--- config.mk ---
export PLATFORM = sky130hd
export DESIGN_NAME = serial_subtractor
export DESIGN_NICKNAME = d
export VERILOG_FILES = /design/src/rtl/serial_subtractor_pkg.sv /design/src/rtl/serial_subtractor_cell.sv /design/src/rtl/serial_subtractor.sv
export SDC_FILE = /design/constraint.sdc
export NUM_CORES = 1
export LEC_CHECK = 0
export ABC_AREA = 1
export BUFFER_PORTS_ARGS = -buffer_cell sky130_fd_sc_hd__buf_4
export CAP_MARGIN = 40
export CELL_PAD_IN_SITES_DETAIL_PLACEMENT = 0
export CELL_PAD_IN_SITES_GLOBAL_PLACEMENT = 2
export CORE_ASPECT_RATIO = 1.75
export CORE_MARGIN = 2
export CORE_UTILIZATION = 32
export CTS_CLUSTER_SIZE = 25
export DETAILED_ROUTE_END_ITERATION = 8
export HOLD_SLACK_MARGIN = 0.08
export PLACE_DENSITY_LB_ADDON = 0.1
export SLEW_MARGIN = 10
export SYNTH_ARGS = -nofsm -noshare
export SYNTH_HDL_FRONTEND = slang
export SYNTH_SLANG_ARGS = --single-unit
--- constraint.sdc ---
create_clock -name clk -period 1.4 [get_ports clk]
set_input_delay 0.07 -clock clk [delete_from_list [all_inputs] [get_ports clk]]
set_output_delay 0.07 -clock clk [all_outputs]
set_load 0.05 [all_outputs]
--- src/rtl/serial_subtractor_pkg.sv ---
// Shared definitions for the bit-serial subtractor: FSM encoding and
// the bit-counter width helper.
package serial_subtractor_pkg;

    localparam logic [1:0] ST_IDLE  = 2'd0;
    localparam logic [1:0] ST_SHIFT = 2'd1;
    localparam logic [1:0] ST_DONE  = 2'd2;

    // clog2 with a floor of 1 so a WIDTH=1 instance still gets a real counter bit
    function automatic int unsigned cnt_width(input int unsigned width);
        int unsigned w;
        w = $clog2(width);
        return (w < 1) ? 1 : w;
    endfunction

endpackage

--- src/rtl/serial_subtractor_cell.sv ---
// Single-bit full subtractor: d = x - y - bin, with borrow out.
module full_subtractor_cell (
    input  logic x,
    input  logic y,
    input  logic bin,
    output logic d,
    output logic bout
);

    assign d    = x ^ y ^ bin;
    assign bout = (~x & y) | (~(x ^ y) & bin);

endmodule

--- src/rtl/serial_subtractor.sv ---
// Bit-serial two's-complement subtractor, LSB first, one bit per clock.
// Results are registered on entry to DONE and held until the next DONE.
module serial_subtractor
    import serial_subtractor_pkg::*;
#(
    parameter int WIDTH = 8
) (
    input  logic             clk,
    input  logic             rst,
    input  logic             start,
    input  logic [WIDTH-1:0] a,
    input  logic [WIDTH-1:0] b,
    output logic             ready,
    output logic             busy,
    output logic             done,
    output logic [WIDTH-1:0] diff,
    output logic             borrow_out,
    output logic             overflow
);

    localparam int unsigned    CW       = cnt_width(WIDTH);
    localparam logic [CW-1:0]  CNT_LAST = CW'(WIDTH - 1);

    logic [1:0]       state_q,  state_d;
    logic [WIDTH-1:0] a_sr_q,   a_sr_d;
    logic [WIDTH-1:0] b_sr_q,   b_sr_d;
    logic [WIDTH-1:0] res_q,    res_d;
    logic             br_q,     br_d;
    logic [CW-1:0]    cnt_q,    cnt_d;
    logic             a_msb_q,  a_msb_d;
    logic             b_msb_q,  b_msb_d;
    logic [WIDTH-1:0] diff_q,   diff_d;
    logic             borrow_q, borrow_d;
    logic             ovf_q,    ovf_d;

    logic             cell_d;
    logic             cell_bout;
    logic [WIDTH-1:0] res_shift;

    full_subtractor_cell u_cell (
        .x    (a_sr_q[0]),
        .y    (b_sr_q[0]),
        .bin  (br_q),
        .d    (cell_d),
        .bout (cell_bout)
    );

    // New bit enters at the MSB so the LSB-first stream lands in place after WIDTH shifts
    assign res_shift = (res_q >> 1) | (WIDTH'(cell_d) << (WIDTH - 1));

    always_comb begin
        state_d  = state_q;
        a_sr_d   = a_sr_q;
        b_sr_d   = b_sr_q;
        res_d    = res_q;
        br_d     = br_q;
        cnt_d    = cnt_q;
        a_msb_d  = a_msb_q;
        b_msb_d  = b_msb_q;
        diff_d   = diff_q;
        borrow_d = borrow_q;
        ovf_d    = ovf_q;

        case (state_q)
            ST_IDLE: begin
                if (start) begin
                    a_sr_d  = a;
                    b_sr_d  = b;
                    a_msb_d = a[WIDTH-1];
                    b_msb_d = b[WIDTH-1];
                    res_d   = '0;
                    br_d    = 1'b0;
                    cnt_d   = '0;
                    state_d = ST_SHIFT;
                end
            end
            ST_SHIFT: begin
                a_sr_d = a_sr_q >> 1;
                b_sr_d = b_sr_q >> 1;
                res_d  = res_shift;
                br_d   = cell_bout;
                if (cnt_q == CNT_LAST) begin
                    diff_d   = res_shift;
                    borrow_d = cell_bout;
                    ovf_d    = (a_msb_q ^ b_msb_q) & (cell_d ^ a_msb_q);
                    state_d  = ST_DONE;
                end else begin
                    cnt_d = cnt_q + CW'(1);
                end
            end
            ST_DONE: begin
                state_d = ST_IDLE;
            end
            default: begin
                state_d = ST_IDLE;
            end
        endcase
    end

    always_ff @(posedge clk or posedge rst) begin
        if (rst) begin
            state_q  <= ST_IDLE;
            a_sr_q   <= '0;
            b_sr_q   <= '0;
            res_q    <= '0;
            br_q     <= 1'b0;
            cnt_q    <= '0;
            a_msb_q  <= 1'b0;
            b_msb_q  <= 1'b0;
            diff_q   <= '0;
            borrow_q <= 1'b0;
            ovf_q    <= 1'b0;
        end else begin
            state_q  <= state_d;
            a_sr_q   <= a_sr_d;
            b_sr_q   <= b_sr_d;
            res_q    <= res_d;
            br_q     <= br_d;
            cnt_q    <= cnt_d;
            a_msb_q  <= a_msb_d;
            b_msb_q  <= b_msb_d;
            diff_q   <= diff_d;
            borrow_q <= borrow_d;
            ovf_q    <= ovf_d;
        end
    end

    assign ready      = (state_q == ST_IDLE);
    assign busy       = (state_q == ST_SHIFT);
    assign done       = (state_q == ST_DONE);
    assign diff       = diff_q;
    assign borrow_out = borrow_q;
    assign overflow   = ovf_q;

endmodule

==> results.cfg, run 1 <==
[final_layout]
fin_area_mm2 = 0.00243
nets = 292
mostFrequentLayoutCell = nand2_1
num_antenna_cells = 0
area_growth_pct = 30.3
drive_gt1_frac = 0.196
most-common-layout-cells = nand2_1, dfrtp_1, buf_4

[grt]
grt.total_usage = 0.152
antenna_found_initial = 0
overflow = 0
grt_max_degree = 42
grt_pass1_vias = 1597
grt_pass1_wl_um = 7440

[worst_setup_path]
critical_path.startpoint_type = register
cp.arrival_ps = 1500
path_class = register to register
reg2reg_depth = 6
crit_fanout = 5
critPathRequiredTime_ps = 1580
crit_path_end_kind = register

[floorplanning]
io_pins = 32
initial_core_util = 0.334
core_area_mm2 = 0.00559
fp.dieW_um = 61.8
dieArea_mm2 = 0.00649
fp-row-count = 36
die_height_um = 105

[place]
routabilityCongestion = 0.708
dp.final_hpwl_um = 2830
port-buffer-count = 31
placed_cell_area_mm2 = 0.00218

[timing]
rsz0062_at_grt = true
drv_slew = 0
maxSlewHeadroom = 0.645
hold_viol = 0
finalSetupViolCount = 0
worst_slew_pin_slew_ps = 533
period_minus_slack_ps = 1320
fmax_mhz = 758
period_share = 0.942
clock_skew_ps = 6.24

[detailed_routing]
post_drt_via_cell_ratio = 4.47
initialDrtViolationCount = 66
drtPass1Iterations = 4
wl_per_cell_um = 12.4
post-route-drc-count = 0
postRouteAntennaNets = 0
via_count = 1552
wirelength_um = 4320

[clock_tree]
h-tree-depth = 2
clkLatencyLatePin_ps = 290
post_cts_resized = 0
cts_tree = yes
clk_pin_slew_ps = 80
post_cts_buffers = 0
root_buffer = clkbuf_8
clk_path_buf_depth = 2
clkSinkCount = 41
cts_inserted_buffers = 5

[flow_run]
cap_violations = 0

[logic_synthesis]
synth.avg_cell_area_um2 = 8.30
syn-cell-area_mm2 = 0.00187
yosys.area_share.adder = 0.0241
ys_warn_count = 0
synth-seq-cells = 41
synth_compound_area_frac = 0.0623
synthXorXnorAreaFrac = 0
synth_top_family_by_area = simple AND/OR/NAND/NOR gates
ys_seq_area_frac = 0.549
synth_mux_area_frac = 0
synth.area.top_cells = dfrtp_1, nand2_1, o21ai_0
synth-simple-area-share = 0.288
ys_types = 16
synth_nets = 247
synthCells = 225
synth_top_cell_by_area = dfrtp_1
synth_top_cell_area_share = 0.549

[pwr]
p_leak_nw = 1.28
switchingPower_mw = 2.43
power_frac_clock = 0.199
pwr-share-comb = 0.449
p_int_mw = 3.28
seqPwrFrac = 0.352
ir_drop_uv = 775
power_density_mw_per_mm2 = 2350
totalPowerFinal_mw = 5.71
p_sw_frac = 0.426

[min_path]
min_path_type = input pin to register
hold_depth = 5

[run_status]
status = complete, no violations
==> cells in the mapped netlist <==
library cell  number
dfrtp_1           41
buf_2              3
buf_4              5
inv_1             15
inv_2              3
nand3_1           18
nand4_1            3
ha_1               2
nand2_1          104
nand2_2            2
fa_1               1
o21ai_0           20
nor2_4             1
nor2_1             4
buf_6              2
o21ai_4            1
==> path summary, 6_finish.rpt <==
check | start | end | slack [ps]
min in group asynchronous | rst | cnt_q[1]$_DFFE_PP0P_ | 460
hold / removal | a[0] | a_sr_q[0]$_DFFE_PP0P_ | 80
hold reg to reg | res_q[1]$_DFFE_PP0P_ | diff[0]$_DFFE_PP0P_ | 480
setup / recovery | cnt_q[0]$_DFFE_PP0P_ | cnt_q[2]$_DFFE_PP0P_ | 80
max in group asynchronous | rst | a_sr_q[3]$_DFFE_PP0P_ | 570
setup reg to reg | cnt_q[0]$_DFFE_PP0P_ | cnt_q[2]$_DFFE_PP0P_ | 80
==> power by group through the flow <==
stage | combinational, mW | sequential [mW] | clock (mW)
finish | 2.56 | 2.01 | 1.14
global placement | 2.60 | 2.03 | 0
global route | 2.94 | 2.08 | 1.21
detailed placement | 2.60 | 2.04 | 0
CTS | 2.63 | 2.02 | 1.16
floorplan | 1.50 | 2.42 | 0
==> metal layers <==
metal | part of all wire | up-vias | GRT usage
li1 | - | 788 | -
met1 | 0.45 | 731 | 0.195
met2 | 0.51 | 27 | 0.250
met3 | 0.024 | 6 | 0.0260
met4 | 0.017 | 0 | 0.0502
met5 | 0 | - | 0
==> sequential cells by signal (all words and copies together), names as in the netlist <==
signal	flops
cnt_q	3
state_q	2
diff	8
a_msb_q	1
a_sr_q	8
br_q	1
borrow_out	1
overflow	1
res_q	7
b_msb_q	1
b_sr_q	8
==> critical path, cell delays in order (launching register included) <==
cell and delay, ps:
dfrtp_1 400, ha_1 200, ha_1 200, inv_1 140
nand2_1 130, nand3_1 90, nand2_1 50
==> area by class of cell <==
type	instances	area, µm²
clock buffer	5	68.8
clock inverter	3	65.1
fill	621	3150
inverter	18	67.6
multi-input combinational	156	709
sequential	41	1030
tap	76	95.1
timing repair buffer	48	403
==> kinds of logic after synthesis <==
group	after synthesis
flip-flops	41
AO/OA/AOI/OAI	21
AND/OR/NAND/NOR	132
buffers and inverters	28
adder cells (fa/ha/maj)	3
==> timing repair <==
action	4_1_cts	5_1_grt
hold buffers	12	0
endpoints found under the hold margin	52	0
setup endpoints to repair	0	10
==> per-stage QoR <==
stage	instances	setup slack, ps	setup TNS, ps	hold WS (ps)	utilization
global placement	327	82.8	0	256	0.390
detailed placement	327	78.0	0	256	0.390
floorplan	225	59.6	0	229	-
finish	347	81.0	0	77.6	0.436
global route	347	-52.0	-212	98.0	0.436
CTS	347	56.7	0	81.0	0.436
(Power assumes the default switching activity.)
==> run 2, diff against run 1 <==
Settings changed: CORE_MARGIN 2 to 4.
==> run 2 against run 1 <==
Utilization up 0.98 points. Total power fell by 0.68%. Via count about the same. Sequential cell count did not move. Die area grew 11%. Routed wire length about the same. Maximum frequency is 1.1% lower. Clock power shrank 12%. Sequential share of layout area decreased by 1.2 points. Setup slack lost 15 ps. Combinational power grew 4%. Critical path type unchanged. Critical endpoint is now diff[4]$_DFFE_PP0P_. Largest cell class unchanged.
==> results.cfg, run 2 (synthesis gave the netlist of run 1 again) <==
[grt]
use_met1 = 0.165
grt_pass1_wl_um = 7840
top_usage_layer = met2
antenna_found_initial = 0
grt_max_degree = 42
overflow = 0
use_met2 = 0.252
grt.total_usage = 0.141
use_met3 = 0.0258
grt_pass1_vias = 1658

[worst_setup_path]
crit_path_end_kind = register
rr_startpoint = cnt_q[0]$_DFFE_PP0P_
critPathRequiredTime_ps = 1570
cpMostUsedCell = ha_1
r2r_setup_slack_ps = 70
crit_chain = ha_1 -> ha_1 -> nand2_2 -> o21ai_0
critPathSlowestCell = dfrtp_1
critical-path-max-stage-delay_ps = 410
startpoint = cnt_q[0]$_DFFE_PP0P_
cp.arrival_ps = 1500
path_class = register to register
cp_num_buf_inv = 0
path_delay_family = adder cells
crit_fanout = 18
reg2reg_depth = 4
crit-reg2reg-capture = diff[4]$_DFFE_PP0P_
critical_path.startpoint_type = register

[detailed_routing]
initialDrtViolationCount = 74
postRouteAntennaNets = 0
post-route-drc-count = 0
wl_per_cell_um = 12.1
wirelength_um = 4310
post_drt_via_cell_ratio = 4.36
via_count = 1551
drtPass1Iterations = 4

[min_path]
hold_depth = 3
min_path_type = input pin to register
hold_start = start
hold_end = state_q[0]$_DFFE_PP0P_

[final_layout]
area_growth_pct = 34.4
most-common-layout-cells = nand2_1, dfrtp_1, buf_4
mostFrequentLayoutCell = nand2_1
nets = 301
drive_gt1_frac = 0.211
fillers = 591
num_antenna_cells = 0
fin_area_mm2 = 0.00251

[floorplanning]
core_area_mm2 = 0.00563
fp.dieW_um = 65.8
io_pins = 32
dieArea_mm2 = 0.00717
fp-row-count = 36
initial_core_util = 0.332
die_height_um = 109

[clock_tree]
cts_inserted_buffers = 5
cts_tree = yes
clkLatencyLatePin_ps = 290
clkSinkCount = 41
root_buffer = clkbuf_8
clk_pin_slew_ps = 80
h-tree-depth = 2
clk_path_buf_depth = 2

[timing]
worst_slew_pin_slew_ps = 532
clock_skew_ps = 5.93
hold_viol = 0
maxSlewHeadroom = 0.646
period_minus_slack_ps = 1330
setup_ws_ps = 66.4
period_share = 0.953
finalSetupViolCount = 0
rsz0062_at_grt = true
drv_slew = 0
tns_ps = 0
fmax_mhz = 750

[pwr]
p_sw_frac = 0.429
totalPowerFinal_mw = 5.67
power_frac_clock = 0.176
p_int_mw = 3.24
ir_drop_uv = 822
switchingPower_mw = 2.43
p_leak_nw = 1.32
power_density_mw_per_mm2 = 2260
pwr-share-comb = 0.470
seqPwrFrac = 0.354

[flow_run]
cap_violations = 0

[place]
routabilityCongestion = 0.740
preCtsSetupSlack_ps = 64.7
port-buffer-count = 31
placed_cell_area_mm2 = 0.00220
dp.final_hpwl_um = 2940

[run_status]
status = complete, no violations
-- run 2: layout make-up --
type | instances | area [µm²] | area share
flip-flops and latches | 41 | 1030 | 0.409
multi-input cells | 156 | 709 | 0.283
repair buffers | 57 | 490 | 0.195
well taps | 76 | 95.1 | 0.0379
clock buffers | 6 | 82.6 | 0.0329
inverters | 18 | 67.6 | 0.0269
clock inverters | 2 | 37.5 | 0.0150
-- run 2: worst max-delay path by stage --
| stage | end | cells after the start | slack (ps) |
|---|---|---|---|
| after floorplan | cnt_q[0]$_DFFE_PP0P_ | 5 | 60 |
| after global placement | cnt_q[2]$_DFFE_PP0P_ | 6 | 80 |
| after detailed placement | diff[4]$_DFFE_PP0P_ | 4 | 60 |
| after CTS | done | 3 | 20 |
| after global routing | overflow$_DFFE_PP0P_ | 7 | -60 |
| final | diff[4]$_DFFE_PP0P_ | 4 | 70 |
-- run 2: through the flow --
stage / instances / utilization / hold WS, ps
finish: 356 / 0.446 / 138
global route: 356 / 0.446 / 157
CTS: 355 / 0.444 / 142
detailed placement: 330 / 0.391 / 254
global placement: 330 / 0.391 / 258
floorplan: 225 / - / 229
-- run 2: power by group through the flow --
stage | clock network, mW | logic, mW | registers, mW
4_1_cts | 1.04 | 2.71 | 2.01
3_3_place_gp | 0 | 2.65 | 2.02
5_1_grt | 1.10 | 3.02 | 2.09
6_report | 0.999 | 2.66 | 2.01
2_1_floorplan | 0 | 1.50 | 2.42
3_5_place_dp | 0 | 2.65 | 2.03
-- run 2: layer usage --
layer,share of wire,wire length [µm],vias to the layer above
met4,0.018,78,0
met1,0.42,1800,714
met3,0.038,165,6
li1,-,-,806
met2,0.53,2270,25
met5,0,0,-
-- run 2: worst min-delay path, delay by kind of cell --
family	cells	cell delay (ps)
AND/OR/NAND/NOR	2	220
buffers and inverters	1	110
-- run 2: what timing repair did --
action / 4_1_cts / 5_1_grt
hold endpoints to repair: 57 / 0
pin swaps: 0 / 2
endpoints found under the setup margin: 1 / 14
gates resized for setup: 1 / 3
buffers inserted: 0 / 1
hold buffers: 17 / 0
